**src/rtl/arith_pkg.sv**
```systemverilog
// arith_pkg
// Shared definitions for the arithmetic unit and its writeback sequencer:
// opcode encodings, the sequencer state type, the flag bundle and the
// result pattern the divider emits for a zero divisor.
// Ports: none (package).
package arith_pkg;

    localparam logic [2:0] OP_ADD = 3'b000;
    localparam logic [2:0] OP_SUB = 3'b001;
    localparam logic [2:0] OP_MUL = 3'b010;
    localparam logic [2:0] OP_DIV = 3'b011;

    localparam logic [31:0] DIV_ZERO_RESULT = 32'hFFFF_FFFF;

    typedef enum logic [1:0] {
        IDLE  = 2'd0,
        WR_LO = 2'd1,
        WR_HI = 2'd2,
        DONE  = 2'd3
    } wb_state_t;

    typedef struct packed {
        logic z;
        logic ovf;
        logic dz;
        logic ill;
    } wb_flags_t;

    // Illegal opcode: top opcode bit set.
    function automatic logic is_illegal(input logic [2:0] opcode);
        return opcode[2];
    endfunction

endpackage

```
**src/rtl/arith_wb_seq_if.sv**
```systemverilog
// arith_wb_seq_if
// Bundles the result handshake, register-file write port and status outputs
// of the writeback sequencer.
// Ports (signals):
//   in_valid/in_ready    result handshake
//   in_opcode/in_result/in_rd  transaction payload
//   wb_en/wb_addr/wb_data      register-file write port
//   done, flag_z/ovf/dz/ill    completion pulse and latched status
// Modports: master (producer / observer side), slave (sequencer side).
interface arith_wb_seq_if #(
    parameter int REG_AW = 3,
    parameter int DW     = 16
);
    logic                in_valid;
    logic                in_ready;
    logic [2:0]          in_opcode;
    logic [2*DW-1:0]     in_result;
    logic [REG_AW-1:0]   in_rd;
    logic                wb_en;
    logic [REG_AW-1:0]   wb_addr;
    logic [DW-1:0]       wb_data;
    logic                done;
    logic                flag_z;
    logic                flag_ovf;
    logic                flag_dz;
    logic                flag_ill;

    modport master (
        output in_valid, in_opcode, in_result, in_rd,
        input  in_ready, wb_en, wb_addr, wb_data, done,
               flag_z, flag_ovf, flag_dz, flag_ill
    );

    modport slave (
        input  in_valid, in_opcode, in_result, in_rd,
        output in_ready, wb_en, wb_addr, wb_data, done,
               flag_z, flag_ovf, flag_dz, flag_ill
    );

endinterface

```
**src/rtl/arith_flag_gen.sv**
```systemverilog
// arith_flag_gen
// Combinational map from (opcode, result) to the status flags.
// Ports:
//   opcode  in  3      arithmetic opcode
//   result  in  2*DW   arithmetic result
//   flags   out 4      {z, ovf, dz, ill}
module arith_flag_gen
    import arith_pkg::*;
#(
    parameter int DW = 16
) (
    input  logic [2:0]      opcode,
    input  logic [2*DW-1:0] result,
    output wb_flags_t       flags
);

    logic ill;
    logic dz;

    always_comb begin
        ill       = is_illegal(opcode);
        // The divider signals a zero divisor by returning all ones.
        dz        = (opcode == OP_DIV) && (&result);
        flags.ill = ill;
        flags.dz  = dz;
        flags.ovf = (opcode == OP_MUL) && (result[2*DW-1:DW] != '0);
        flags.z   = (result == '0) && !dz && !ill;
    end

endmodule

```
**src/rtl/arith_wb_seq.sv**
```systemverilog
// arith_wb_seq
// Writeback sequencer: accepts one 2*DW-bit result per transaction and
// writes it into a DW-bit register file one word per cycle, then pulses done
// with latched status flags.
// Ports:
//   clk    in   rising-edge clock
//   rst_n  in   synchronous active-low reset
//   bus    arith_wb_seq_if.slave (handshake, write port, done, flags)
// Build option: ARITH_WB_HI_EN -- when defined, MUL also writes the high
// word to rd+1 (wrapping); otherwise only the low word is written.
//
// state | meaning
// IDLE  | ready for a result
// WR_LO | writing low word to rd
// WR_HI | writing high word to rd+1 (MUL, ARITH_WB_HI_EN only)
// DONE  | completion pulse, flags just updated
module arith_wb_seq
    import arith_pkg::*;
#(
    parameter int REG_AW = 3,
    parameter int DW     = 16
) (
    input  logic          clk,
    input  logic          rst_n,
    arith_wb_seq_if.slave bus
);

    wb_state_t         state;
    wb_state_t         state_nxt;
    logic [2:0]        op_q;
    logic [2*DW-1:0]   res_q;
    logic [REG_AW-1:0] rd_q;
    wb_flags_t         flags_q;
    wb_flags_t         flags_cur;
    logic              accept;
    logic [2:0]        op_src;
    logic [2*DW-1:0]   res_src;

    assign accept = bus.in_valid && (state == IDLE);

    // No-write transactions reach DONE on the accept edge, before the payload
    // registers hold the new value, so the flag generator looks at the live
    // inputs while idle.
    assign op_src  = (state == IDLE) ? bus.in_opcode : op_q;
    assign res_src = (state == IDLE) ? bus.in_result : res_q;

    arith_flag_gen #(.DW(DW)) u_flag_gen (
        .opcode (op_src),
        .result (res_src),
        .flags  (flags_cur)
    );

    always_ff @(posedge clk) begin
        if (!rst_n) begin
            state   <= IDLE;
            op_q    <= '0;
            res_q   <= '0;
            rd_q    <= '0;
            flags_q <= '0;
        end else begin
            state <= state_nxt;
            if (accept) begin
                op_q  <= bus.in_opcode;
                res_q <= bus.in_result;
                rd_q  <= bus.in_rd;
            end
            if ((state_nxt == DONE) && (state != DONE)) begin
                flags_q <= flags_cur;
            end
        end
    end

    always_comb begin
        state_nxt = state;
        case (state)
            IDLE: begin
                if (accept) begin
                    state_nxt = (flags_cur.dz || flags_cur.ill) ? DONE : WR_LO;
                end
            end
            WR_LO: begin
`ifdef ARITH_WB_HI_EN
                state_nxt = (op_q == OP_MUL) ? WR_HI : DONE;
`else
                state_nxt = DONE;
`endif
            end
`ifdef ARITH_WB_HI_EN
            WR_HI: state_nxt = DONE;
`endif
            DONE:    state_nxt = IDLE;
            default: state_nxt = IDLE;
        endcase
    end

    always_comb begin
        bus.in_ready = 1'b0;
        bus.wb_en    = 1'b0;
        bus.wb_addr  = '0;
        bus.wb_data  = '0;
        bus.done     = 1'b0;
        case (state)
            IDLE: bus.in_ready = 1'b1;
            WR_LO: begin
                bus.wb_en   = 1'b1;
                bus.wb_addr = rd_q;
                bus.wb_data = res_q[DW-1:0];
            end
`ifdef ARITH_WB_HI_EN
            WR_HI: begin
                bus.wb_en   = 1'b1;
                bus.wb_addr = rd_q + REG_AW'(1);
                bus.wb_data = res_q[2*DW-1:DW];
            end
`endif
            DONE:    bus.done = 1'b1;
            default: ;
        endcase
    end

    assign bus.flag_z   = flags_q.z;
    assign bus.flag_ovf = flags_q.ovf;
    assign bus.flag_dz  = flags_q.dz;
    assign bus.flag_ill = flags_q.ill;

endmodule

```
**src/flat_wrapper.sv**
```systemverilog
// flat-port wrapper written by rule: the top's interface ports become plain ports
module arith_wb_seq_flat import arith_pkg::*;
#(
    parameter int REG_AW = 3,
    parameter int DW     = 16
)
  (clk, rst_n, bus_in_valid, bus_in_opcode, bus_in_result, bus_in_rd, bus_in_ready, bus_wb_en, bus_wb_addr, bus_wb_data, bus_done, bus_flag_z, bus_flag_ovf, bus_flag_dz, bus_flag_ill);
  arith_wb_seq_if #(.REG_AW(REG_AW), .DW(DW)) bus_i ();
  input  logic clk;
  input  logic rst_n;
  input wire logic [$bits(bus_i.in_valid)-1:0] bus_in_valid;
  input wire logic [$bits(bus_i.in_opcode)-1:0] bus_in_opcode;
  input wire logic [$bits(bus_i.in_result)-1:0] bus_in_result;
  input wire logic [$bits(bus_i.in_rd)-1:0] bus_in_rd;
  output wire logic [$bits(bus_i.in_ready)-1:0] bus_in_ready;
  output wire logic [$bits(bus_i.wb_en)-1:0] bus_wb_en;
  output wire logic [$bits(bus_i.wb_addr)-1:0] bus_wb_addr;
  output wire logic [$bits(bus_i.wb_data)-1:0] bus_wb_data;
  output wire logic [$bits(bus_i.done)-1:0] bus_done;
  output wire logic [$bits(bus_i.flag_z)-1:0] bus_flag_z;
  output wire logic [$bits(bus_i.flag_ovf)-1:0] bus_flag_ovf;
  output wire logic [$bits(bus_i.flag_dz)-1:0] bus_flag_dz;
  output wire logic [$bits(bus_i.flag_ill)-1:0] bus_flag_ill;
  assign bus_i.in_valid = bus_in_valid;
  assign bus_i.in_opcode = bus_in_opcode;
  assign bus_i.in_result = bus_in_result;
  assign bus_i.in_rd = bus_in_rd;
  assign bus_in_ready = bus_i.in_ready;
  assign bus_wb_en = bus_i.wb_en;
  assign bus_wb_addr = bus_i.wb_addr;
  assign bus_wb_data = bus_i.wb_data;
  assign bus_done = bus_i.done;
  assign bus_flag_z = bus_i.flag_z;
  assign bus_flag_ovf = bus_i.flag_ovf;
  assign bus_flag_dz = bus_i.flag_dz;
  assign bus_flag_ill = bus_i.flag_ill;
  arith_wb_seq #(.REG_AW(REG_AW), .DW(DW)) u_core (.clk(clk), .rst_n(rst_n), .bus(bus_i));
endmodule
```
**config.mk**
```make
export PLATFORM = sky130hd
export DESIGN_NAME = arith_wb_seq_flat
export DESIGN_NICKNAME = d
export VERILOG_FILES = /design/src/rtl/arith_pkg.sv /design/src/rtl/arith_wb_seq_if.sv /design/src/rtl/arith_flag_gen.sv /design/src/rtl/arith_wb_seq.sv /design/src/flat_wrapper.sv
export SDC_FILE = /design/constraint.sdc
export NUM_CORES = 1
export LEC_CHECK = 0
export ABC_AREA = 1
export BUFFER_PORTS_ARGS = -buffer_cell sky130_fd_sc_hd__buf_2
export CORE_MARGIN = 10
export CORE_UTILIZATION = 55
export DETAILED_ROUTE_END_ITERATION = 10
export PLACE_DENSITY = 0.88
export SYNTH_ARGS = -nofsm -noshare
export SYNTH_HDL_FRONTEND = slang
export SYNTH_SLANG_ARGS = --single-unit
```
**constraint.sdc**
```tcl
create_clock -name clk -period 2.3 [get_ports clk]
set_input_delay 0.23 -clock clk [delete_from_list [all_inputs] [get_ports clk]]
set_output_delay 0.23 -clock clk [all_outputs]
set_load 0.02 [all_outputs]
```
==> impl_metrics.yaml <==
drt:
  detail_route.first_pass.iterations: 5
  routedWlPerCell_um: 13.40
  antenna_left: 0
  viasPerCell: 5.330
  wl_um: 6739
  first_iter_violations: 236
  via_count: 2681
  route.detailed.drc: 0
hold_path:
  worstHoldStart: "bus_in_result[27]"
  holdPathStages: 3
  hold_path_end: "u_core.res_q[27]"
  hold_path.class: "input pin to flip-flop"
floorplanning:
  die_area_mm2: 0.007775
  start_util_pct: 57.91
  die_x_um: 88.18
  coreArea_mm2: 0.004414
  ioPinCount: 67
  die_h_um: 88.18
  row_count: 24
clocking:
  cts_tree: "built"
  cts_setup_buffers: 0
  cts_root_buf: "clkbuf_8"
  cts.hold.buffers_added: 0
  cts_buffers: 5
  cts_sinks: 44
  clock_path_buffers: 2
  htree_num_levels: 2
  clk_latency_ns: 0.31
  path_clk_slew_ns: 0.08
  post_cts_resized: 0
sta:
  grt_setup_unrepaired: "no"
  setup_viol: 0
  period_minus_slack_ns: 1.875
  hold_viol_final: 0
  fmax_mhz: 533.2
  max_slew_margin_pct: 55.51
  tightest_slew_ns: 0.6666
  timing.final.crit_share_pct: 81.54
  skew_ns: 0.007879
  fin_tns_setup_ns: 0
  finalMaxSlewViolations: 0
synth:
  syn_inst: 393
  yosys_warnings: 0
  syn_nets: 434
  synthDistinctLibCells: 31
  ys_seq_area_share_pct: 34.46
  synth_area_mm2: 0.002556
  avgSynthCellArea_um2: 6.504
  synth_seq_cells: 44
final_layout:
  n_fill_cell: 400
  insertedDiodeCount: 0
  final_nets: 491
  syn_to_final_growth_pct: 16.30
  drive_above_1_share_pct: 24.61
critical_path:
  startpoint_type: "flip-flop"
  crit_top_cell: "nand2_1"
  timing.rr.start: "u_core.state[0]"
  crit_slowest_cell: "dfxtp_1"
  crit_fanout: 49
  r2r_cells: 13
  crit_required_ns: 2.50
  r2r-end: "u_core.bus.flag_dz"
  rrSetupSlack_ns: 0.42
  cp-end-kind: "flip-flop"
  slowest_delay_ns: 0.36
  worstSetupPathType: "flip-flop to flip-flop"
  worstPathArrival_ns: 2.08
  path_cells: "nor2_4 > buf_12 > nand2_1 > o21ai_1 > nand2_1 > nor2_1 > nand2_1 > nor2_1 > nand3_2 > nand3_4 > nand2_1 > nand3_1 > nand2_1"
global_routing:
  use_met2_pct: 29.94
  overflow: 0
  antenna_found_initial: 0
  grt_start_max_net_pins: 50
  use_met3_pct: 4.921
  busiest_layer: "met2"
  grtUsageTotal_pct: 17.72
  use_met1_pct: 20.39
  grt_pass1_vias: 2610
  grt_pass1_wl_um: 11420
power_and_ir_drop:
  power_leakage_nw: 1.398
  vdd_drop_max_mv: 0.3413
  p_per_area_mw_per_mm2: 772.7
  fin_total_pwr_mw: 2.297
job:
  drv_cap: 0
placed_design:
  port_buffers: 66
  dp_hpwl_um: 5034
  gp_congestion: 0.9177
run_status:
  status: "completed"
-- sequential cells by signal (all words and copies together), names as in the netlist --
register,flops
u_core.bus.flag_ill,1
u_core.res_q,32
u_core.bus.flag_ovf,1
u_core.op_q,3
u_core.bus.flag_dz,1
u_core.bus.flag_z,1
u_core.rd_q,3
u_core.state,2
-- final cells by class --
class                      instances  area (µm²)  share of cell area [%]
clock buffer                       6       72.57                   2.441
clock inverter                     2       35.03                   1.178
inverter                          45       168.9                   5.682
multi-input combinational        283        1370                   46.09
sequential                        44       880.8                   29.63
tap                               52       65.06                   2.189
timing repair buffer              71       380.4                   12.79
-- critical path: cells and delay by family, from the launching register on --
family / cells / cell delay (ns)
and+or+nand+nor: 11 / 1.00
DFF: 1 / 0.36
buffers and inverters: 1 / 0.22
AOI/OAI and AO/OA: 1 / 0.16
-- per-stage QoR --
step | instances | util (%) | setup WS, ns | cell area, µm² | hold slack, ns
2_1_floorplan | 393 | - | 0.3938 | 2556 | 0.3684
3_3_place_gp | 495 | 64.91 | 0.5356 | 2865 | 0.4376
3_5_place_dp | 495 | 64.91 | 0.4597 | 2865 | 0.4483
4_1_cts | 503 | 67.35 | 0.4470 | 2973 | 0.1796
5_1_grt | 503 | 67.35 | 0.2575 | 2973 | 0.1914
6_report | 503 | 67.35 | 0.4246 | 2973 | 0.1776
-- per-layer routing --
layer	up-vias	wire length (µm)
met4	0	177
met1	1180	2873
li1	1379	-
met2	105	3197
met5	-	0
met3	17	490
-- cell usage after synthesis --
| master | count | area share [%] |
|---|---|---|
| o21ai_1 | 10 | 2.0 |
| and2_2 | 1 | 0.29 |
| and2_1 | 1 | 0.24 |
| nand2_1 | 86 | 13 |
| nor3_1 | 1 | 0.20 |
| and2_0 | 1 | 0.24 |
| nand3_1 | 10 | 2.0 |
| nor2_2 | 2 | 0.49 |
| nand2_2 | 15 | 3.7 |
| clkbuf_1 | 5 | 0.73 |
| inv_2 | 2 | 0.29 |
| dfxtp_1 | 44 | 34 |
| nand3_4 | 1 | 0.69 |
| nand3b_1 | 1 | 0.29 |
| o21ai_2 | 7 | 2.4 |
| buf_12 | 1 | 0.78 |
| a211oi_1 | 15 | 4.4 |
| buf_6 | 3 | 1.3 |
| buf_4 | 3 | 0.88 |
| buf_2 | 8 | 1.6 |
| or2_2 | 1 | 0.24 |
| nor2_1 | 65 | 9.5 |
| inv_1 | 43 | 6.3 |
| a21oi_1 | 27 | 5.3 |
| nand2_4 | 1 | 0.44 |
| nand4_1 | 12 | 2.9 |
| o21ai_0 | 23 | 4.5 |
| nand3_2 | 1 | 0.39 |
| nor2_4 | 1 | 0.44 |
| buf_1 | 1 | 0.15 |
| nor4_1 | 1 | 0.24 |
-- cells in the final DEF, fill, tap and decap left out --
master,count
buf_12,1
nor4_1,1
nand3b_1,1
nand4_1,12
nand3_1,10
a211oi_1,15
buf_4,4
nand2_2,16
clkbuf_1,1
nand2_1,85
nand3_2,1
o21ai_2,7
nand2_4,1
inv_2,2
clkbuf_8,5
or2_2,1
bufinv_16,1
nor3_1,1
a21oi_1,27
and2_1,1
and2_2,1
clkinv_2,1
dfxtp_1,44
nor2_1,65
o21ai_1,10
nand3_4,1
o21ai_0,23
inv_1,43
nor2_4,1
nor2_2,2
and2_0,1
buf_2,66
-- worst max path at each step --
| stage | start | end | slack (ns) | cells past startpoint |
|---|---|---|---|---|
| global placement | u_core.state[0] | u_core.bus.flag_dz | 0.54 | 13 |
| global route | u_core.state[0] | u_core.bus.flag_dz | 0.26 | 13 |
| finish | u_core.state[0] | u_core.bus.flag_dz | 0.42 | 13 |
| CTS | u_core.state[0] | bus_wb_data[10] | 0.45 | 6 |
| floorplan | u_core.state[0] | bus_wb_data[10] | 0.39 | 6 |
| detailed placement | u_core.state[0] | u_core.bus.flag_dz | 0.46 | 13 |
-- logic make-up (layout without fill, tap and decap cells) --
kind of cell           count (synthesis)  count (layout)  share of synthesized area, %
AO/OA/AOI/OAI                         82              82                         18.55
AND/OR/NAND/NOR                      201             201                         34.95
flip-flops                            44              44                         34.46
buffers and inverters                 66             124                         12.04
-- power by group --
| group | internal [mW] | switching [mW] |
|---|---|---|
| logic | 0.261 | 0.541 |
| registers | 0.856 | 0.0451 |
| clock network | 0.322 | 0.271 |
Note: power is estimated with default switching activity, not from simulation.
